`src/rtl/coeff_fetch_pkg.sv`:
```
// Shared types and sizing helpers for the coefficient fetch controller.
// Default configuration constants match the reference ROM (8 rows of 32 bits, 3-cycle read).
package coeff_fetch_pkg;

    localparam int DATA_W_DEF     = 32;
    localparam int ADDR_W_DEF     = 3;
    localparam int NUM_ROWS_DEF   = 8;
    localparam int ROM_LAT_DEF    = 3;
    localparam int FIFO_DEPTH_DEF = 4;

    localparam int PAIRS  = NUM_ROWS_DEF / 2;
    localparam int PAIR_W = ADDR_W_DEF - 1;

    typedef enum logic [1:0] {
        IDLE  = 2'd0,
        FETCH = 2'd1,
        DRAIN = 2'd2,
        DONE  = 2'd3
    } state_e;

    // Bits needed to hold any value in 0..max_val (never less than 1).
    function automatic int cnt_width(input int max_val);
        return (max_val < 2) ? 1 : $clog2(max_val + 1);
    endfunction

    // The credit compare adds buffered and in-flight pairs, so it must hold their sum.
    localparam int CREDIT_W = cnt_width(FIFO_DEPTH_DEF + ROM_LAT_DEF);

endpackage

```
`src/rtl/coeff_fetch_ctrl_if.sv`:
```
// ROM read bus plus the row-pair stream towards the systolic array.
// master = controller side, slave = ROM model / downstream consumer side.
interface coeff_fetch_ctrl_if #(
    parameter int DATA_W = 32,
    parameter int ADDR_W = 3
);
    logic              rom_enable;
    logic [ADDR_W-1:0] rom_addr_1;
    logic [ADDR_W-1:0] rom_addr_2;
    logic [DATA_W-1:0] rom_data_1;
    logic [DATA_W-1:0] rom_data_2;

    logic              out_valid;
    logic              out_ready;
    logic [DATA_W-1:0] out_row_a;
    logic [DATA_W-1:0] out_row_b;
    logic [ADDR_W-2:0] out_idx;

    modport master (
        output rom_enable, rom_addr_1, rom_addr_2,
        input  rom_data_1, rom_data_2,
        output out_valid, out_row_a, out_row_b, out_idx,
        input  out_ready
    );

    modport slave (
        input  rom_enable, rom_addr_1, rom_addr_2,
        output rom_data_1, rom_data_2,
        input  out_valid, out_row_a, out_row_b, out_idx,
        output out_ready
    );
endinterface

```
`src/rtl/coeff_pair_fifo.sv`:
```
// First-word-fall-through FIFO of row pairs {row_a, row_b, idx} with an occupancy count.
// The head entry is presented combinationally; outputs read as zero while empty.
module coeff_pair_fifo
    import coeff_fetch_pkg::*;
#(
    parameter int DATA_W = 32,
    parameter int IDX_W  = 2,
    parameter int DEPTH  = 4,
    parameter int CNT_W  = cnt_width(DEPTH)
) (
    input  logic              clk,
    input  logic              rst_n,
    input  logic              i_push,
    input  logic [DATA_W-1:0] i_row_a,
    input  logic [DATA_W-1:0] i_row_b,
    input  logic [IDX_W-1:0]  i_idx,
    input  logic              i_pop,
    output logic              o_valid,
    output logic [DATA_W-1:0] o_row_a,
    output logic [DATA_W-1:0] o_row_b,
    output logic [IDX_W-1:0]  o_idx,
    output logic [CNT_W-1:0]  o_count
);
    localparam int PTR_W = (DEPTH > 1) ? $clog2(DEPTH) : 1;

    typedef struct packed {
        logic [DATA_W-1:0] row_a;
        logic [DATA_W-1:0] row_b;
        logic [IDX_W-1:0]  idx;
    } entry_t;

    entry_t           r_mem [DEPTH];
    entry_t           w_head;
    logic [PTR_W-1:0] r_wptr;
    logic [PTR_W-1:0] r_rptr;
    logic [CNT_W-1:0] r_count;
    logic             w_full;
    logic             w_empty;
    logic             w_push;
    logic             w_pop;

    function automatic logic [PTR_W-1:0] ptr_inc(input logic [PTR_W-1:0] p);
        return (p == PTR_W'(DEPTH - 1)) ? '0 : p + 1'b1;
    endfunction

    assign w_empty = (r_count == '0);
    assign w_full  = (r_count == CNT_W'(DEPTH));
    assign w_pop   = i_pop && !w_empty;
    // When full, a push is only legal together with a pop: the freed slot is the one written.
    assign w_push  = i_push && (!w_full || w_pop);

    // NOTE: payload storage is deliberately left without reset; only pointers and count are
    // cleared, and the head is masked to zero while empty, so stale words never escape.
    always_ff @(posedge clk) begin
        if (w_push) begin
            r_mem[r_wptr] <= '{row_a: i_row_a, row_b: i_row_b, idx: i_idx};
        end
    end

    // NOTE: state registers use non-blocking assignments so every flop samples pre-edge values.
    always_ff @(posedge clk or negedge rst_n) begin
        if (!rst_n) begin
            r_wptr  <= '0;
            r_rptr  <= '0;
            r_count <= '0;
        end else begin
            if (w_push) r_wptr <= ptr_inc(r_wptr);
            if (w_pop)  r_rptr <= ptr_inc(r_rptr);
            unique case ({w_push, w_pop})
                2'b10:   r_count <= r_count + 1'b1;
                2'b01:   r_count <= r_count - 1'b1;
                default: r_count <= r_count;
            endcase
        end
    end

    assign w_head  = r_mem[r_rptr];
    assign o_valid = !w_empty;
    assign o_row_a = w_empty ? '0 : w_head.row_a;
    assign o_row_b = w_empty ? '0 : w_head.row_b;
    assign o_idx   = w_empty ? '0 : w_head.idx;
    assign o_count = r_count;

    assert property (@(posedge clk) disable iff (!rst_n) !(i_push && w_full && !i_pop));

endmodule

```
`src/rtl/coeff_fetch_ctrl.sv`:
```
// Coefficient ROM read controller: issues credit-limited pair reads, tracks ROM latency
// with a tag pipeline and streams returned pairs out. Optional: COEFF_FETCH_REPEAT_EN.
module coeff_fetch_ctrl
    import coeff_fetch_pkg::*;
#(
    parameter int DATA_W     = DATA_W_DEF,
    parameter int ADDR_W     = ADDR_W_DEF,
    parameter int NUM_ROWS   = NUM_ROWS_DEF,
    parameter int ROM_LAT    = ROM_LAT_DEF,
    parameter int FIFO_DEPTH = FIFO_DEPTH_DEF
) (
    input  logic                clk,
    input  logic                rst_n,
    input  logic                start,
    output logic                busy,
    output logic                done,
`ifdef COEFF_FETCH_REPEAT_EN
    input  logic                repeat_en,
`endif
    coeff_fetch_ctrl_if.master  bus
);
    localparam int N_PAIRS = NUM_ROWS / 2;
    localparam int IDX_W   = ADDR_W - 1;
    localparam int FCNT_W  = cnt_width(FIFO_DEPTH);
    localparam int INF_W   = cnt_width(ROM_LAT);
    localparam int CRED_W  = cnt_width(FIFO_DEPTH + ROM_LAT);

    typedef struct packed {
        logic             vld;
        logic [IDX_W-1:0] idx;
    } tag_t;

    state_e            r_state;
    state_e            w_state_nxt;
    logic [IDX_W-1:0]  r_pair_cnt;
    logic [ADDR_W-1:0] r_addr_1;
    logic [ADDR_W-1:0] r_addr_2;
    tag_t              r_tag [ROM_LAT];
    tag_t              w_tag_out;
    logic [INF_W-1:0]  r_inflight;
    logic [FCNT_W-1:0] w_fifo_count;
    logic              w_fifo_valid;
    logic              w_credit_ok;
    logic              w_issue;
    logic              w_last;
    logic              w_repeat;
    logic              w_pop;
    logic              w_drained;

`ifdef COEFF_FETCH_REPEAT_EN
    assign w_repeat = repeat_en;
`else
    assign w_repeat = 1'b0;
`endif

    assign w_tag_out   = r_tag[ROM_LAT-1];
    assign w_credit_ok = (CRED_W'(w_fifo_count) + CRED_W'(r_inflight)) < CRED_W'(FIFO_DEPTH);
    assign w_last      = (r_pair_cnt == IDX_W'(N_PAIRS - 1));
    assign w_pop       = w_fifo_valid && bus.out_ready;
    // Nothing left in flight and the buffer empties on this edge (or already has).
    assign w_drained   = (r_inflight == '0) &&
                         ((w_fifo_count == '0) || ((w_fifo_count == FCNT_W'(1)) && w_pop));

    // NOTE: every signal driven here gets a default first, so no path can infer a latch.
    always_comb begin
        w_state_nxt = r_state;
        w_issue     = 1'b0;
        busy        = 1'b0;
        done        = 1'b0;
        unique case (r_state)
            IDLE: begin
                // Issuing in the start cycle gives first data ROM_LAT+1 cycles after start.
                w_issue = start && w_credit_ok;
                if (start) w_state_nxt = FETCH;
            end
            FETCH: begin
                busy    = 1'b1;
                w_issue = w_credit_ok;
            end
            DRAIN: begin
                busy = 1'b1;
                if (w_drained) w_state_nxt = DONE;
            end
            DONE: begin
                done        = 1'b1;
                w_state_nxt = IDLE;
            end
            default: w_state_nxt = IDLE;
        endcase
        if (w_issue && w_last && !w_repeat) w_state_nxt = DRAIN;
    end

    always_ff @(posedge clk or negedge rst_n) begin
        if (!rst_n) begin
            r_state    <= IDLE;
            r_pair_cnt <= '0;
            r_addr_1   <= '0;
            r_addr_2   <= '0;
        end else begin
            r_state <= w_state_nxt;
            if (w_issue) begin
                r_pair_cnt <= w_last ? '0 : r_pair_cnt + 1'b1;
                r_addr_1   <= {r_pair_cnt, 1'b0};
                r_addr_2   <= {r_pair_cnt, 1'b1};
            end
        end
    end

    // One tag per issued pair, aligned so the tag leaves exactly when its ROM data is valid.
    always_ff @(posedge clk or negedge rst_n) begin
        if (!rst_n) begin
            for (int i = 0; i < ROM_LAT; i++) r_tag[i] <= '0;
            r_inflight <= '0;
        end else begin
            r_tag[0] <= '{vld: w_issue, idx: r_pair_cnt};
            for (int i = 1; i < ROM_LAT; i++) r_tag[i] <= r_tag[i-1];
            unique case ({w_issue, w_tag_out.vld})
                2'b10:   r_inflight <= r_inflight + 1'b1;
                2'b01:   r_inflight <= r_inflight - 1'b1;
                default: r_inflight <= r_inflight;
            endcase
        end
    end

    assign bus.rom_enable = w_issue;
    assign bus.rom_addr_1 = w_issue ? {r_pair_cnt, 1'b0} : r_addr_1;
    assign bus.rom_addr_2 = w_issue ? {r_pair_cnt, 1'b1} : r_addr_2;

    coeff_pair_fifo #(
        .DATA_W (DATA_W),
        .IDX_W  (IDX_W),
        .DEPTH  (FIFO_DEPTH),
        .CNT_W  (FCNT_W)
    ) u_fifo (
        .clk     (clk),
        .rst_n   (rst_n),
        .i_push  (w_tag_out.vld),
        .i_row_a (bus.rom_data_1),
        .i_row_b (bus.rom_data_2),
        .i_idx   (w_tag_out.idx),
        .i_pop   (w_pop),
        .o_valid (w_fifo_valid),
        .o_row_a (bus.out_row_a),
        .o_row_b (bus.out_row_b),
        .o_idx   (bus.out_idx),
        .o_count (w_fifo_count)
    );

    assign bus.out_valid = w_fifo_valid;

endmodule

```
`src/flat_wrapper.sv`:
```
// flat-port wrapper written by rule: the top's interface ports become plain ports
module coeff_fetch_ctrl_flat import coeff_fetch_pkg::*;
#(
    parameter int DATA_W     = DATA_W_DEF,
    parameter int ADDR_W     = ADDR_W_DEF,
    parameter int NUM_ROWS   = NUM_ROWS_DEF,
    parameter int ROM_LAT    = ROM_LAT_DEF,
    parameter int FIFO_DEPTH = FIFO_DEPTH_DEF
)
  (clk, rst_n, start, busy, done, bus_rom_enable, bus_rom_addr_1, bus_rom_addr_2, bus_rom_data_1, bus_rom_data_2, bus_out_valid, bus_out_row_a, bus_out_row_b, bus_out_idx, bus_out_ready);
  coeff_fetch_ctrl_if #(.DATA_W(DATA_W), .ADDR_W(ADDR_W)) bus_i ();
  input  logic clk;
  input  logic rst_n;
  input  logic start;
  output logic busy;
  output logic done;
  output wire logic [$bits(bus_i.rom_enable)-1:0] bus_rom_enable;
  output wire logic [$bits(bus_i.rom_addr_1)-1:0] bus_rom_addr_1;
  output wire logic [$bits(bus_i.rom_addr_2)-1:0] bus_rom_addr_2;
  input wire logic [$bits(bus_i.rom_data_1)-1:0] bus_rom_data_1;
  input wire logic [$bits(bus_i.rom_data_2)-1:0] bus_rom_data_2;
  output wire logic [$bits(bus_i.out_valid)-1:0] bus_out_valid;
  output wire logic [$bits(bus_i.out_row_a)-1:0] bus_out_row_a;
  output wire logic [$bits(bus_i.out_row_b)-1:0] bus_out_row_b;
  output wire logic [$bits(bus_i.out_idx)-1:0] bus_out_idx;
  input wire logic [$bits(bus_i.out_ready)-1:0] bus_out_ready;
  assign bus_rom_enable = bus_i.rom_enable;
  assign bus_rom_addr_1 = bus_i.rom_addr_1;
  assign bus_rom_addr_2 = bus_i.rom_addr_2;
  assign bus_i.rom_data_1 = bus_rom_data_1;
  assign bus_i.rom_data_2 = bus_rom_data_2;
  assign bus_out_valid = bus_i.out_valid;
  assign bus_out_row_a = bus_i.out_row_a;
  assign bus_out_row_b = bus_i.out_row_b;
  assign bus_out_idx = bus_i.out_idx;
  assign bus_i.out_ready = bus_out_ready;
  coeff_fetch_ctrl #(.DATA_W(DATA_W), .ADDR_W(ADDR_W), .NUM_ROWS(NUM_ROWS), .ROM_LAT(ROM_LAT), .FIFO_DEPTH(FIFO_DEPTH)) u_core (.clk(clk), .rst_n(rst_n), .start(start), .busy(busy), .done(done), .bus(bus_i));
endmodule
```
`config.mk`:
```
export PLATFORM = sky130hd
export DESIGN_NAME = coeff_fetch_ctrl_flat
export DESIGN_NICKNAME = d
export VERILOG_FILES = /design/src/rtl/coeff_fetch_pkg.sv /design/src/rtl/coeff_fetch_ctrl_if.sv /design/src/rtl/coeff_pair_fifo.sv /design/src/rtl/coeff_fetch_ctrl.sv /design/src/flat_wrapper.sv
export SDC_FILE = /design/constraint.sdc
export NUM_CORES = 1
export LEC_CHECK = 0
export CORE_UTILIZATION = 40
export DETAILED_ROUTE_END_ITERATION = 7
export HOLD_SLACK_MARGIN = 0.05
export PLACE_DENSITY = 0.62
export SYNTH_ARGS = -nofsm -noshare
export SYNTH_HDL_FRONTEND = slang
export SYNTH_HIERARCHICAL = 1
export SYNTH_SLANG_ARGS = --single-unit
```
`constraint.sdc`:
```
create_clock -name clk -period 5.7 [get_ports clk]
set_input_delay 1.71 -clock clk [delete_from_list [all_inputs] [get_ports clk]]
set_output_delay 1.71 -clock clk [all_outputs]
set_load 0.02 [all_outputs]
```
# ---- Word level (Yosys, flattened, before mapping)
# Memory sizes are Yosys's and may differ from the RTL's.
# Index checks and enable logic that the tools add are counted.
dict set report classes {
  mux 19
  n_reduce_logical 19
  magnitude_cmp 1
  n_addsub 8
  eq_ne 14
}
# cell count
set ops {}
lappend ops {{32-bit 2-to-1 mux} 2}
lappend ops {{2-bit == test, second input constant} 7}
lappend ops {{2-bit 2-to-1 mux} 7}
lappend ops {{2-bit by 1-bit adder with 2-bit output, second input constant} 4}
lappend ops {{1-bit logical AND} 7}
lappend ops {{2-bit by 1-bit == test with 1-bit output, second input constant} 3}
lappend ops {{3-bit 2-to-1 mux} 2}
lappend ops {{2-bit case mux with 3 select lines} 1}
lappend ops {{3-bit case mux with 2 select lines} 1}
lappend ops {{2-bit logical NOT} 2}
lappend ops {{1-bit 2-to-1 mux} 4}
lappend ops {{2-bit case mux with 2 select lines} 1}
lappend ops {{2-bit nonzero test} 2}
lappend ops {{4-bit nonzero test} 1}
lappend ops {{3-bit by 1-bit adder with 3-bit output, second input constant} 1}
lappend ops {{3-bit by 2-bit adder with 3-bit output} 1}
lappend ops {{3-bit by 1-bit == test with 1-bit output, second input constant} 1}
lappend ops {{3-bit == test, second input constant} 1}
lappend ops {{3-bit logical NOT} 1}
lappend ops {{3-bit less-than comparator, second input constant} 1}
lappend ops {{3-bit by 1-bit inequality test with 1-bit output, second input constant} 1}
lappend ops {{3-bit by 2-bit inequality test with 1-bit output, second input constant} 1}
lappend ops {{3-bit AND reduction} 1}
lappend ops {{3-bit by 1-bit subtractor with 3-bit output, second input constant} 1}
lappend ops {{other kinds (5)} 7}
dict set report totals {
  ff_bits 28
  mem_bits_rw 264
  memories 1
}
# memory depth word_bits read_ports rd_ports_with_merged_regs wr line
set memory_table {}
lappend memory_table {u_core.u_fifo.r_mem 4 66 1 0 1 coeff_pair_fifo.sv:32} ;# entry_t r_mem [DEPTH];

# ---- Depth between registers and ports, before layout
# Gate-level depths: netlist (run 1).
dict set report depth {
  ltp_word 9
  depth_mapped 12
}

# ---- Cells and area by module
# Netlist (run 1), hierarchy kept.
# mod cells_each instances area_per_inst_um2
set by_module_without_submodules {}
lappend by_module_without_submodules {coeff_pair_fifo 473 1 10501.3}
lappend by_module_without_submodules {coeff_fetch_ctrl 64 1 869.6}

# ---- Worst setup path after synthesis (run 1)
# Ideal clock, no wire load.
dict set report synth_timing {
  path_type {input-to-output}
  startpoint {in start}
  endpoint {out bus_rom_addr_1[1]}
  arrival_ns 2.669
  path_buffers 0
  t_required_ns 3.990
  cell_stages 3
  slack_ns 1.321
  path_cell_list {a21oi_1 nor2_2 mux2_2}
}
dict set report synth_via {
  elab_chain_len 3
}
# element line
set synth_rtl {}
lappend synth_rtl {{start: declaration} flat_wrapper.sv:14} ;# input logic start;
lappend synth_rtl {{1-bit logical AND} coeff_fetch_ctrl.sv:73} ;# w_issue = start && w_credit_ok;
lappend synth_rtl {{1-bit case mux with 2 select lines} coeff_fetch_ctrl.sv:70} ;# unique case (r_state)
lappend synth_rtl {{net bus_rom_enable} flat_wrapper.sv:17} ;# output wire logic [$bits(bus_i.rom_enable)-1:0] bus_rom_enable;
lappend synth_rtl {{3-bit 2-to-1 mux} coeff_fetch_ctrl.sv:126} ;# assign bus.rom_addr_1 = w_issue ? {r_pair_cnt, 1'b0} : r_addr_1;
lappend synth_rtl {{end: declaration} flat_wrapper.sv:18} ;# output wire logic [$bits(bus_i.rom_addr_1)-1:0] bus_rom_addr_1;
# The timed path passes the listed nets, and every way through them passes these cells.

# ---- Worst setup path after layout (run 1)
dict set report layout_timing {
  startpoint {in start}
  endpoint {out bus_rom_addr_2[1]}
}
dict set report layout_via {
  elab_chain_len 3
}
# element line
set layout_rtl {}
lappend layout_rtl {{1-bit logical AND} coeff_fetch_ctrl.sv:73}
lappend layout_rtl {{1-bit case mux with 2 select lines} coeff_fetch_ctrl.sv:70}
lappend layout_rtl {{3-bit 2-to-1 mux} coeff_fetch_ctrl.sv:127} ;# assign bus.rom_addr_2 = w_issue ? {r_pair_cnt, 1'b1} : r_addr_2;
lappend layout_rtl {{end: declaration} flat_wrapper.sv:19} ;# output wire logic [$bits(bus_i.rom_addr_2)-1:0] bus_rom_addr_2;
# Every way passes these cells.

==> results of run 1 <==
## cells in the final DEF, fill, tap and decap left out, types with 6 or more instances in the layout
cell type / instances
dfrtp_1: 26
and2_1: 66
edfxtp_1: 264
clkdlybuf4s50_1: 143
clkbuf_16: 32
buf_4: 6
ha_1: 13
nor2_1: 7
clkbuf_1: 12
mux4_2: 66
inv_1: 12
mux2_2: 10
## layout make-up
class	count	area, um2
Fill cell	2213	13700
Tap cell	378	473
Sequential cell	292	8640
Multi-Input combinational cell	208	2540
Inverter	12	45.0
Clock buffer	48	901
Antenna cell	1	2.50
Timing Repair Buffer	151	1520
Clock inverter	8	88.8
## power groups by stage
stage	Sequential [uW]	Combinational (uW)	Clock [uW]
after floorplan	3010	2130	0
after global placement	3220	3110	0
after detailed placement	3270	3160	0
after CTS	3230	3180	1980
after global routing	3270	3350	2060
final	3200	3120	1920
## final timing paths
| kind | from | end | slack, ps | depth (start not counted) |
|---|---|---|---|---|
| worst max-delay path | start | bus_rom_addr_2[1] | 370 | 5 |
| worst min-delay path | u_core/r_tag[7] | u_core/r_tag[4] | 350 | 0 |
| worst max register to register | u_core/u_fifo/o_count[2] | u_core/u_fifo/r_mem[0][51] | 2420 | 6 |
| worst min register to register | u_core/r_tag[7] | u_core/r_tag[4] | 350 | 0 |
| max in group asynchronous | rst_n | u_core/u_fifo/r_rptr[0] | 3860 | 2 |
| min in group asynchronous | rst_n | u_core/r_state[1] | 1550 | 2 |
## metrics by stage
| step | instance area, um2 | setup slack, ps |
|---|---|---|
| after floorplan | 11400 | 1320 |
| after global placement | 13200 | 407 |
| after detailed placement | 13200 | 381 |
| after CTS | 14200 | 371 |
| after global routing | 14200 | 269 |
| final | 14200 | 367 |
## critical path, cell delays in order
cell             delay (ps)
clkdlybuf4s50_1         480
a21oi_1                  90
nor2_2                  380
mux2_2                  410
clkdlybuf4s50_1         550
## per-layer routing
layer	part of all wire, %	wire length [um]
met2	51	11000
met5	0	0
met3	5.3	1130
met4	1.3	276
met1	42	9030
## cell families after synthesis
group	count (synthesis)
flip-flops	292
AND/OR/NAND/NOR	93
multiplexers	76
buffers and inverters	37
AO/OA/AOI/OAI	19
adder cells (fa/ha/maj)	14
XOR/XNOR	6
## sequential cells by signal (all words and copies together), names as in the netlist
| signal | count |
|---|---|
| u_core/r_addr_1 | 3 |
| u_core/u_fifo/o_count | 3 |
| u_core/r_inflight | 2 |
| u_core/r_tag | 9 |
| u_core/r_pair_cnt | 2 |
| u_core/u_fifo/r_mem | 264 |
| u_core/r_state | 2 |
| u_core/u_fifo/r_wptr | 2 |
| u_core/u_fifo/r_rptr | 2 |
| u_core/r_addr_2 | 3 |
==> impl_summary.txt, run 1 <==
----------------------------------------------------
[Synth]
  Share of the synthesized area in the top cell type ... 69.7%
  Synthesized net count ... 619
  Largest family of logic cells by synthesized area ... multiplexers
  Cell with the most instances after synthesis ... edfxtp_1
  EDFF count, synth ... 264
  Post-synth top flop ... edfxtp_1
  Adder-Cell Fraction of Synth Area ... 1.61%
  Xor/xnor cell area share of the yosys netlist ... less than 1%
  Fraction of synthesized area in multiplexers ... 14.1%
  Share of synthesized area occupied by flip-flops and latches ... about 76%
  Asr flop ratio synth ... 9.59%
  Top cell types by occurrence after synthesis ... edfxtp_1 (264), and2_1 (70), mux4_2 (66)
  Top cells by area, synth ... edfxtp_1 (70%), mux4_2 (13%), dfrtp_1 (6.2%)
  Number of distinct library cells after synthesis ... 41
  Total of warnings raised by yosys ... 6
  Mapped Area ... 11,400 um2
  Complex-gate fraction of the synthesized area ... 1.17%
  Post-synthesis cell type with the largest combined area ... edfxtp_1
  Simple-gate share of the synthesized area ... 4.95%
  Average instance area after synthesis ... 21.2 um2
  Cells after synthesis ... roughly 540
  Number of synthesized register bits ... 292

[CTS]
  Number of CTS-inserted buffers ... 30
  # hold bufs at CTS ... 0
  Clock tree root buffer cell ... clkbuf_16
  Clk Latency, worst-skew pair ... 530 ps
  TritonCTS clock tree ... yes
  H-tree depth ... 1
  CTS max path bufs ... 3
  Cts repair resizes ... 0
  Total clock sinks ... 292
  Setup fix buffers added after clock tree synthesis ... 0
  Post-CTS clock slew at the launch and capture registers of the worst setup and hold paths ... 60 ps

[Worst setup path]
  Highest fanout seen on the critical path ... 11
  Critical path capture point type ... output pin
  Required time of the critical path ... 3990 ps
  Worst path arrival time ... 3620 ps
  Critical path startpoint category ... input port
  Worst Setup Path Type ... in2out

[Power]
  Clock share of power ... a little under a quarter
  Total power density per cell area ... 581 nW/um2
  Pwr Total ... 8250 uW
  Sw Ratio ... approximately a third
  Internal power of the cells ... approximately 5600 uW
  Fraction of power consumed by combinational cells ... 37.8%
  Maximum resistive drop on vdd ... 378 uV
  Sequential power share ... roughly two fifths
  Standby leakage power ... 0.00472 uW
  Switching power summed over all nets ... roughly 2600 uW

[Drt]
  Number of detailed-route iterations in the first pass ... 4
  Initial drt markers ... 335
  Antenna Nets Post-Route ... 0
  Remaining DRCs ... 0
  Overall via count from detail_route ... 5,475
  Post-DR vias/cell ... 4.99
  Per-cell routed wire length ... 19.5 um
  Wirelength, routed ... 21,500 um

[GRT]
  Gr usage total ... about 15%
  Global-route wire length before repair ... 33,600 um
  Maximum number of pins on one net before global-route repair ... 69
  Met1 Use GR ... 19.7%
  Number of global-route vias before repair ... 6,054
  GRT Max-Usage Layer ... met2
  Global-route congestion overflow total ... 0
  Global-route met2 utilization ... 26.2%
  Antenna violations before repair ... 1
  Met3 Track Usage GR ... 3.03%

[Timing]
  Max Transition Viols Final ... 0
  WHS ... between 300 and 400 ps
  Worst setup skew after layout ... 7.88 ps
  Accumulated negative setup slack ... 0 ps
  Max frequency ... 0.187 GHz
  Post-layout min period ... 5330 ps
  Hold violation count in the final report ... 0
  Relative slew margins ... 28.5%
  Number of setup violations in the final report ... 0
  Fin crit share ... 93.6%
  Least-Margin Pin Slew ... ~1100 ps
  RSZ-0062 raised after global routing ... false

[Die]
  Total die area ... approximately 29,000 um2
  Initial core utilization ... 40.8%
  Area inside the core boundary ... 27,900 um2
  Y dimension of the die ... 171 um
  Top-Level Pins ... 144
  Width of the chip ... 171 um
  Number of placement rows ... 61

[Run]
  Maxcap violations ... 0

[Final layout]
  Filler-free cell count of the finished design ... 1,098
  Synth-to-layout area growth ... 24.9%
  Fraction of layout instances using a drive strength above 1 ... 19.3%
  Post-layout net count ... 777
  Post-route core utilization ... roughly half

[Placement]
  Detail Placement HPWL ... 12,300 um
  Number of placed instances, taps included ... roughly 1,000
  Count of input and output buffers ... 143
  Final GP Congestion ... between 0.7 and 0.8

[Run status]
  Outcome ... complete, no violations

[Min path]
  Kind of path behind the tightest hold check ... reg2reg

----------------------------------------------------
Power figures use the tool's default switching activity.
==> run 2: changes to the inputs <==
--- a/config.mk
+++ b/config.mk
@@ -6,6 +6,7 @@
 export NUM_CORES = 1
 export LEC_CHECK = 0
 export CORE_UTILIZATION = 40
+export CTS_CLUSTER_SIZE = 28
 export DETAILED_ROUTE_END_ITERATION = 7
 export HOLD_SLACK_MARGIN = 0.05
 export PLACE_DENSITY = 0.62
==> results of run 2 <==
No change in the layout: final DEF, timing and power equal those of run 1.
